--- src/rtl/wb_cache_ctrl.sv ---
// Direct-mapped, one-word-per-line write-back cache controller.
// A CPU request is latched in IDLE and compared against the tag store.
// Dirty victims are written back before a read refill or a write install.
// A flush scans every index and writes back each dirty line.
module wb_cache_ctrl #(
  parameter int DEPTH = 64
) (
  input  logic        clk,
  input  logic        reset,
  input  logic        cpu_req,
  input  logic        cpu_we,
  input  logic [31:0] cpu_addr,
  input  logic [31:0] cpu_wdata,
  output logic        cpu_ready,
  output logic        cpu_hit,
  output logic [31:0] cpu_rdata,
  input  logic        flush,
  output logic        flush_done,
  output logic        busy,
  output logic        mem_req,
  output logic        mem_we,
  output logic [31:0] mem_addr,
  output logic [31:0] mem_wdata,
  input  logic        mem_ack,
  input  logic [31:0] mem_rdata
);

  localparam int IDX   = $clog2(DEPTH);
  localparam int TAG_W = 30 - IDX;
  localparam logic [IDX-1:0] LAST_IDX = IDX'(DEPTH - 1);
  localparam logic [IDX-1:0] ONE_IDX  = IDX'(1);

  typedef enum logic [2:0] {IDLE, COMPARE, WRITEBACK, REFILL, FLUSH, DONE} state_t;

  state_t             state_r;
  logic               req_we_r;
  logic [29:0]        req_word_r;
  logic [31:0]        req_wdata_r;
  logic               hit_r;
  logic [31:0]        rd_buf_r;
  logic               flushing_r;
  logic [IDX-1:0]     flush_idx_r;
  logic [DEPTH-1:0]   valid_r;
  logic [DEPTH-1:0]   dirty_r;
  logic [TAG_W-1:0]   tag_mem_r [DEPTH];
  logic [31:0]        data_mem_r [DEPTH];

  logic               cpu_ready_r, cpu_hit_r, flush_done_r, busy_r;
  logic               mem_req_r, mem_we_r;
  logic [31:0]        cpu_rdata_r, mem_addr_r, mem_wdata_r;

  logic [IDX-1:0]     req_idx_s;
  logic [TAG_W-1:0]   req_tag_s;
  logic [IDX-1:0]     acc_idx_s;
  logic               vic_valid_s, vic_dirty_s, tag_hit_s;
  logic [TAG_W-1:0]   vic_tag_s;
  logic [31:0]        vic_data_s;
  logic               line_we_s;
  logic [31:0]        line_data_s;
  logic               unused_s;

  // Byte-offset bits of the address carry no information for word lines.
  assign unused_s = ^cpu_addr[1:0];

  assign req_idx_s = req_word_r[IDX-1:0];
  assign req_tag_s = req_word_r[29:IDX];

  // Select the line under inspection: the flush cursor while flushing, otherwise the request index.
  always_comb begin
    if ((state_r == FLUSH) || flushing_r) begin
      acc_idx_s = flush_idx_r;
    end else begin
      acc_idx_s = req_idx_s;
    end
  end

  assign vic_valid_s = valid_r[acc_idx_s];
  assign vic_dirty_s = dirty_r[acc_idx_s];
  assign vic_tag_s   = tag_mem_r[acc_idx_s];
  assign vic_data_s  = data_mem_r[acc_idx_s];
  assign tag_hit_s   = vic_valid_s && (vic_tag_s == req_tag_s);

  // Decide when the tag/data store for the request index is written and with which data.
  always_comb begin
    line_we_s   = 1'b0;
    line_data_s = req_wdata_r;
    case (state_r)
      COMPARE: begin
        if (req_we_r && (tag_hit_s || !(vic_valid_s && vic_dirty_s))) begin
          line_we_s = 1'b1;
        end else begin
          line_we_s = 1'b0;
        end
      end
      WRITEBACK: begin
        if (mem_req_r && mem_ack && !flushing_r && req_we_r) begin
          line_we_s = 1'b1;
        end else begin
          line_we_s = 1'b0;
        end
      end
      REFILL: begin
        if (mem_req_r && mem_ack) begin
          line_we_s   = 1'b1;
          line_data_s = mem_rdata;
        end else begin
          line_we_s = 1'b0;
        end
      end
      default: line_we_s = 1'b0;
    endcase
  end

  // Tag and data storage; validity is tracked separately so these need no reset.
  always_ff @(posedge clk) begin
    if (line_we_s) begin
      tag_mem_r[req_idx_s]  <= req_tag_s;
      data_mem_r[req_idx_s] <= line_data_s;
    end
  end

  // Controller FSM with registered CPU and memory side outputs.
  always_ff @(posedge clk or posedge reset) begin
    if (reset) begin
      state_r      <= IDLE;
      req_we_r     <= 1'b0;
      req_word_r   <= 30'd0;
      req_wdata_r  <= 32'd0;
      hit_r        <= 1'b0;
      rd_buf_r     <= 32'd0;
      flushing_r   <= 1'b0;
      flush_idx_r  <= '0;
      valid_r      <= '0;
      dirty_r      <= '0;
      cpu_ready_r  <= 1'b0;
      cpu_hit_r    <= 1'b0;
      cpu_rdata_r  <= 32'd0;
      flush_done_r <= 1'b0;
      busy_r       <= 1'b0;
      mem_req_r    <= 1'b0;
      mem_we_r     <= 1'b0;
      mem_addr_r   <= 32'd0;
      mem_wdata_r  <= 32'd0;
    end else begin
      cpu_ready_r  <= 1'b0;
      flush_done_r <= 1'b0;
      case (state_r)
        IDLE: begin
          if (flush) begin
            flush_idx_r <= '0;
            busy_r      <= 1'b1;
            state_r     <= FLUSH;
          end else if (cpu_req) begin
            req_we_r    <= cpu_we;
            req_word_r  <= cpu_addr[31:2];
            req_wdata_r <= cpu_wdata;
            busy_r      <= 1'b1;
            state_r     <= COMPARE;
          end
        end
        COMPARE: begin
          if (tag_hit_s) begin
            hit_r <= 1'b1;
            if (req_we_r) begin
              dirty_r[req_idx_s] <= 1'b1;
            end else begin
              rd_buf_r <= vic_data_s;
            end
            state_r <= DONE;
          end else begin
            hit_r <= 1'b0;
            if (vic_valid_s && vic_dirty_s) begin
              state_r <= WRITEBACK;
            end else if (!req_we_r) begin
              state_r <= REFILL;
            end else begin
              valid_r[req_idx_s] <= 1'b1;
              dirty_r[req_idx_s] <= 1'b1;
              state_r            <= DONE;
            end
          end
        end
        WRITEBACK: begin
          if (!mem_req_r) begin
            mem_req_r   <= 1'b1;
            mem_we_r    <= 1'b1;
            mem_addr_r  <= {vic_tag_s, acc_idx_s, 2'b00};
            mem_wdata_r <= vic_data_s;
          end else if (mem_ack) begin
            mem_req_r          <= 1'b0;
            mem_we_r           <= 1'b0;
            dirty_r[acc_idx_s] <= 1'b0;
            if (flushing_r) begin
              flushing_r <= 1'b0;
              if (flush_idx_r == LAST_IDX) begin
                flush_done_r <= 1'b1;
                busy_r       <= 1'b0;
                state_r      <= IDLE;
              end else begin
                flush_idx_r <= flush_idx_r + ONE_IDX;
                state_r     <= FLUSH;
              end
            end else if (req_we_r) begin
              valid_r[req_idx_s] <= 1'b1;
              dirty_r[req_idx_s] <= 1'b1;
              state_r            <= DONE;
            end else begin
              state_r <= REFILL;
            end
          end
        end
        REFILL: begin
          if (!mem_req_r) begin
            mem_req_r  <= 1'b1;
            mem_we_r   <= 1'b0;
            mem_addr_r <= {req_tag_s, req_idx_s, 2'b00};
          end else if (mem_ack) begin
            mem_req_r          <= 1'b0;
            valid_r[req_idx_s] <= 1'b1;
            dirty_r[req_idx_s] <= 1'b0;
            rd_buf_r           <= mem_rdata;
            state_r            <= DONE;
          end
        end
        FLUSH: begin
          if (vic_valid_s && vic_dirty_s) begin
            flushing_r <= 1'b1;
            state_r    <= WRITEBACK;
          end else if (flush_idx_r == LAST_IDX) begin
            flush_done_r <= 1'b1;
            busy_r       <= 1'b0;
            state_r      <= IDLE;
          end else begin
            flush_idx_r <= flush_idx_r + ONE_IDX;
          end
        end
        DONE: begin
          cpu_ready_r <= 1'b1;
          cpu_hit_r   <= hit_r;
          if (!req_we_r) begin
            cpu_rdata_r <= rd_buf_r;
          end
          busy_r  <= 1'b0;
          state_r <= IDLE;
        end
        default: begin
          busy_r  <= 1'b0;
          state_r <= IDLE;
        end
      endcase
    end
  end

  assign cpu_ready  = cpu_ready_r;
  assign cpu_hit    = cpu_hit_r;
  assign cpu_rdata  = cpu_rdata_r;
  assign flush_done = flush_done_r;
  assign busy       = busy_r;
  assign mem_req    = mem_req_r;
  assign mem_we     = mem_we_r;
  assign mem_addr   = mem_addr_r;
  assign mem_wdata  = mem_wdata_r;

endmodule

--- config.mk ---
export PLATFORM = sky130hd
export DESIGN_NAME = wb_cache_ctrl
export DESIGN_NICKNAME = d
export VERILOG_FILES = /design/src/rtl/wb_cache_ctrl.sv
export SDC_FILE = /design/constraint.sdc
export NUM_CORES = 2
export LEC_CHECK = 0
export ABC_CLOCK_PERIOD_IN_PS = 12600
export BUFFER_PORTS_ARGS = -buffer_cell sky130_fd_sc_hd__buf_2
export CAP_MARGIN = 20
export CORE_UTILIZATION = 45
export CTS_CLUSTER_SIZE = 20
export DETAILED_ROUTE_END_ITERATION = 8
export PLACE_DENSITY = 0.58
export SYNTH_ARGS = -nofsm -noshare
export SYNTH_HDL_FRONTEND = slang
export SYNTH_SLANG_ARGS = --single-unit
--- constraint.sdc ---
create_clock -name clk -period 12.6 [get_ports clk]
set_input_delay 1.89 -clock clk [delete_from_list [all_inputs] [get_ports clk]]
set_output_delay 1.89 -clock clk [all_outputs]
set_load 0.01 [all_outputs]
# == After elaboration in Yosys (flattened, before gate mapping) ==
# Memories as Yosys holds them, arrays and structs flattened.
# Index checks and enable logic that the tools add are counted.
# totals
n_memories,2
input_bits,102
elab_cells,185
out_inout_bits,102
ramBits,3584
regBits,336
# memory_table
name,depth,width,read_ports,rd_ports_with_merged_regs,wr,line_no,text
data_mem_r,64,32,1,0,1,46,logic [31:0] data_mem_r [DEPTH];
tag_mem_r,64,24,1,0,1,45,logic [TAG_W-1:0] tag_mem_r [DEPTH];
# classes
n_mux,90
n_reduce_logical,32
magnitude_cmp,4
n_bitwise,11
add_sub_neg,1
eq_ne,26
# ops
operator,count
$mux W64,17
$pmux W64 S3,2
$mux W32,8
$or A64 B64 Y64,3
$and A64 B64 Y64,2
$not A64 Y64,2
$pmux W32 S2,2
$mux W6,7
$mux W3,13
$mux W1,30
$ne A2 B2 Y1 const B,14
$eq A24 B24 Y1,1
$reduce_and A6 Y1,4
$pmux W6 S3,1
$pmux W3 S5,1
$lt A6 B7 Y1 const B,2
$bmux W1 S6,2
$demux W1 S6,2
$ge A6 B1 Y1 const B,2
$ne A3 B3 Y1 const B,3
$reduce_and A3 Y1,3
$logic_and A1 B1 Y1,8
$reduce_and A8 Y1,1
$add A6 B1 Y6 const B,1
19 further kinds,33

# == Depth between registers and ports, before layout ==
# depth
depth_word,15
depth_mapped,22
ltp_nobuf,13

# == Least setup slack after synthesis ==
# Ideal clock, no wire load.
# synth_timing
path_kind,register -> register
from,reg state_r[1]
to,mem data_mem_r[10][0] (enable)
period_less_slack_ns,7.009
path_buffers,5
stages_incl_launch_ff,19
arrival_time_ns,6.539
setup_time_ns,0.470
t_required_ns,12.130
path_slack_ns,5.591
path_cell_list,dfrtp_1 -> buf_2 -> or3b_1 -> buf_2 -> buf_4 -> buf_2 -> nand3_2 -> a21oi_1 -> or4_1 -> o31ai_1 -> nand3_1 -> or4_1 -> xor2_1 -> nand4_1 -> or4_1 -> o21ai_1 -> a31oi_2 -> buf_2 -> nor2_1
# synth_between
elab_chain_cells,13
word_cells_on_any_way,21
classes_between,eq/ne: 5; mux: 9; reduce/logical: 6; memory: 1
# synth_rtl
element,line_no,text
from (decl),35,state_t state_r;
from (signal assigned),125,state_r <= IDLE;
from (signal assigned),152,state_r <= FLUSH;
from (signal assigned),158,state_r <= COMPARE;
branches (longest 10 deep; another with $mem_v2 Z64 W24),--,
$pmux W1 S3 (*),87,case (state_r)
$mux W1 (*),116,if (line_we_s) begin
$mux W1 (implied by the code) (*),118,data_mem_r[req_idx_s] <= line_data_s;
to (decl),46,
# Every way passes the cells marked *. The select of a mux whose other input is x is not followed.

# == Final worst setup path ==
# layout_timing
from,reg state_r[1]
to,mem data_mem_r[40][0] (enable)
# Same word-level chain as after synthesis.

==> flow_metrics.py <==
metrics = {
    "route": {
        "vias_per_cell": 6.82,
        "ant_nets": 0,
        "wl_met3_um": 75700,
        "vias": 100309,
        "drc": 0,
        "drtIter0Drc": 17590,
        "drt-pass1-iter-count": 6,
        "drt-met1-wl_um": 208000,
        "routed.top_layer": "met5",
        "post_drt_wl_per_cell_um": 38.9,
        "wl_met2_um": 252000,
        "routed_wl_um": 573000,
    },
    "logic_synthesis": {
        "synthMuxAreaShare_pct": 2.86,
        "yosysMostFrequentCell": "edfxtp_1",
        "syn_inst": 9644,
        "ys_ff_latch": 3918,
        "synth_fa_ha_area_share_pct": 0.00831,
        "yosysTopAreaCell": "edfxtp_1",
        "synth_xor_area_share_pct": 0.134,
        "synth_compound_area_share_pct": 12.3,
        "dominantRegCellSynth": "edfxtp_1",
        "yosysWarnings": 0,
        "synth_seq_area_share_pct": 77.0,
        "synth_area_leaders": "edfxtp_1, dfrtp_1, a22oi_1, nand2_1, mux2i_1",
        "synth_top_family_by_area": "compound AO/OA/AOI/OAI gates",
        "avgSynthCellArea_um2": 15.6,
        "synth.top_cell.area_share_pct": 71.5,
        "yosysUniqueCellTypes": 96,
        "yosys-top-cells-count": "edfxtp_1, nand2_1, a22oi_1",
        "synthSimpleGateAreaFrac_pct": 5.33,
        "async_reset_ff_share_pct": 8.52,
        "synth-edff-count": 3584,
        "synth_area_um2": 151000,
    },
    "pwr": {
        "power.share.switching_pct": 35.6,
        "ir_worst_vdd_v": 0.000176,
        "seq_power_share_pct": 41.2,
        "intPower_uw": 26500,
        "leakagePower_uw": 0.0564,
        "clockPowerShare_pct": 29.3,
        "power_density_nw_per_um2": 238,
        "switching_power_uw": 14700,
        "power_frac_comb_pct": 29.6,
    },
    "finish": {
        "instances_no_fill": 14718,
        "drive_gt1_share_pct": 14.4,
        "nFillCells": 26969,
        "design_area_um2": 173000,
        "final_nets": 10080,
        "syn_to_final_growth_pct": 14.7,
    },
    "status": {
        "status": "finished clean",
    },
    "setup_path": {
        "slowest_stage": "dfrtp_1",
        "cpLargestDelayFamily": "buffers and inverters",
        "cp_slowest_stage_delay_ns": 1.06,
        "rrSetupSlack_ns": 2.15,
        "startpoint": "state_r[1]$_DFFE_PP0P_",
        "critPathMaxFanout": 87,
        "cpMostUsedCell": "buf_4",
        "critical_path_depth": 19,
        "critPathCaptureType": "flip-flop",
        "crit_path_start_kind": "flip-flop",
        "crit_type": "reg -> reg",
        "rr_endpoint": "data_mem_r[40][0]$_DFFE_PP_",
        "cp.required_ns": 13.17,
        "cp_cell_sequence": "nor3b_4 -> buf_4 -> o211ai_1 -> buf_4 -> buf_4 -> buf_12 -> mux2i_1 -> a32o_1 -> or3_1 -> a211oi_1 -> nand4_1 -> xor2_1 -> nand2_1 -> or4_1 -> o21ai_1 -> a31oi_4 -> buf_4 -> nor2_4 -> buf_4",
        "crit_buf_inv": 6,
        "crit_end": "data_mem_r[40][0]$_DFFE_PP_",
        "rr_worst_depth": 19,
        "worstReg2RegStart": "state_r[1]$_DFFE_PP0P_",
        "crit_arrival_ns": 11.02,
    },
    "place": {
        "place_inst": 13951,
        "dp_hpwl_um": 295000,
        "placed_cell_area_um2": 159000,
        "gp_congestion": 0.913,
        "port_buffers": 199,
    },
    "timing": {
        "relSlewSlack_pct": 10.0,
        "hold_viol_final": 0,
        "finalCritPeriodShare_pct": 82.9,
        "setup_viol_count_final": 0,
        "finalCriticalPeriod_ns": 10.45,
        "slew_violations": 0,
        "tightest_slew_ns": 1.35,
        "clock.fmax_ghz": 0.0957,
        "rsz0062_at_grt": "no",
        "fin_setup_tns_ns": 0,
        "skew_ns": 0.0910,
    },
    "cts": {
        "cts-resized-gates": 0,
        "cts.path.max_buffers": 4,
        "cts_tree": "done",
        "cts.sinks": 3918,
        "htreeDepth": 5,
        "clockRootBuffer": "clkbuf_16",
        "worstSkewPairLatency_ns": 1.01,
        "cts_buffers": 398,
        "cts_setup_buffers": 0,
        "hold_buffers": 0,
        "clkTransAtPathRegs_ns": 0.06,
    },
    "grt": {
        "grtUsageTotal_pct": 33.0,
        "grt_max_degree": 140,
        "grt_overflow": 0,
        "grt_pass1_wl_um": 772000,
        "grt_antenna_before_repair": 32,
        "grt_pass1_vias": 93056,
    },
    "floorplan": {
        "rows": 212,
        "design.core.area_um2": 333000,
        "dieHeight_um": 580,
        "die_w_um": 580,
        "start_util_pct": 45.2,
        "ios": 204,
        "fp.dieArea_um2": 337000,
    },
    "job": {
        "drv_cap": 0,
    },
    "worst_hold_path": {
        "hold_path_class": "reg -> reg",
    },
}
==> worst min-delay path by stage <==
stage	from	to	cells after the start	slack, ns
detailed placement	valid_r[55]$_DFFE_PP0P_	valid_r[55]$_DFFE_PP0P_	2	0.45
global route	valid_r[0]$_DFFE_PP0P_	valid_r[0]$_DFFE_PP0P_	1	0.48
CTS	valid_r[55]$_DFFE_PP0P_	valid_r[55]$_DFFE_PP0P_	2	0.46
global placement	valid_r[37]$_DFFE_PP0P_	valid_r[37]$_DFFE_PP0P_	2	0.44
finish	valid_r[37]$_DFFE_PP0P_	valid_r[37]$_DFFE_PP0P_	2	0.47
floorplan	valid_r[32]$_DFFE_PP0P_	valid_r[32]$_DFFE_PP0P_	2	0.43
==> cell type report <==
class	count	area (um^2)	area share [%]
multi-input combinational	4903	32000	18.5
antenna	11	27.5	0.0159
clock buffer	512	10700	6.22
inverter	168	638	0.369
tap	4387	5490	3.18
clock inverter	231	2510	1.45
sequential	3918	116000	67.2
timing repair buffer	588	5290	3.06
==> layout by cell type, fill, tap and decap left out, types with 19 or more instances in the layout <==
cell       count
a221oi_1      96
bufinv_16     42
a211oi_1      26
o22a_1        38
dfrtp_2       25
buf_4        282
and3_1        24
clkbuf_16    407
nand2_1      975
o22ai_1      164
a22oi_1      828
mux2i_1      279
a222oi_1      19
a41oi_1       30
clkbuf_1      89
clkinv_2      66
o2111ai_1    126
nand3_1      266
nor3_1        73
mux2_2       131
a21oi_1      389
o21bai_1      56
a31oi_1       98
a32oi_1       36
buf_12       100
a32o_1        26
buf_2        199
clkinv_1      77
inv_1        166
nor2_4        74
nand2_2       19
nor4_1        48
nand4_1       62
dfrtp_1      309
nor2_1       136
o21ai_0      368
o221ai_1     123
edfxtp_1    3584
a22o_1        62
==> worst min-delay path, delay by kind of cell, from the launching register on <==
family | cells | cell delay (ns)
buffers and inverters | 1 | 0.04
AOI/OAI and AO/OA | 1 | 0.06
DFF | 1 | 0.33
==> flip-flops by register name, summed over array words and instances (netlist names) <==
register / cells
rd_buf_r: 32
dirty_r: 64
mem_req: 1
req_we_r: 1
cpu_rdata: 32
flush_done: 1
mem_wdata: 32
valid_r: 64
tag_mem_r: 1536
req_wdata_r: 32
flush_idx_r: 6
cpu_ready: 1
flushing_r: 1
data_mem_r: 2048
state_r: 3
mem_we: 1
mem_addr: 30
busy: 1
req_word_r: 30
cpu_hit: 1
hit_r: 1
==> power by group through the flow <==
stage | registers, uW | clock network (uW) | logic (uW)
2_1_floorplan | 17500 | 0 | 6080
3_3_place_gp | 17300 | 0 | 11400
3_5_place_dp | 17300 | 0 | 11700
4_1_cts | 17000 | 12100 | 11700
5_1_grt | 17000 | 12600 | 12500
6_report | 16900 | 12100 | 12200
==> routing by layer <==
layer  track usage (%)  vias up
met2              49.7     8068
met5                 0        -
met4              18.1       16
met3              7.37     1684
li1                  -    39114
met1              44.8    51427
==> logic make-up (layout without fill, tap and decap cells) <==
group,after synthesis,count (layout)
compound gates,2649,2649
xor+xnor,23,23
fa+ha+maj,1,1
buf+inv,824,1499
flops,3918,3918
mux,414,414
other cells,1,13
simple gates,1814,1814
==> per-stage QoR <==
step	setup WS [ns]	total power [uW]	hold WS (ns)	utilization (%)
floorplan	1.46	23600	0.427	-
finish	2.15	41200	0.466	51.8
detailed placement	2.71	28900	0.449	47.8
global route	2.29	42100	0.484	51.8
CTS	2.66	40800	0.464	51.8
global placement	2.76	28700	0.441	47.7
(Power assumes the default switching activity.)
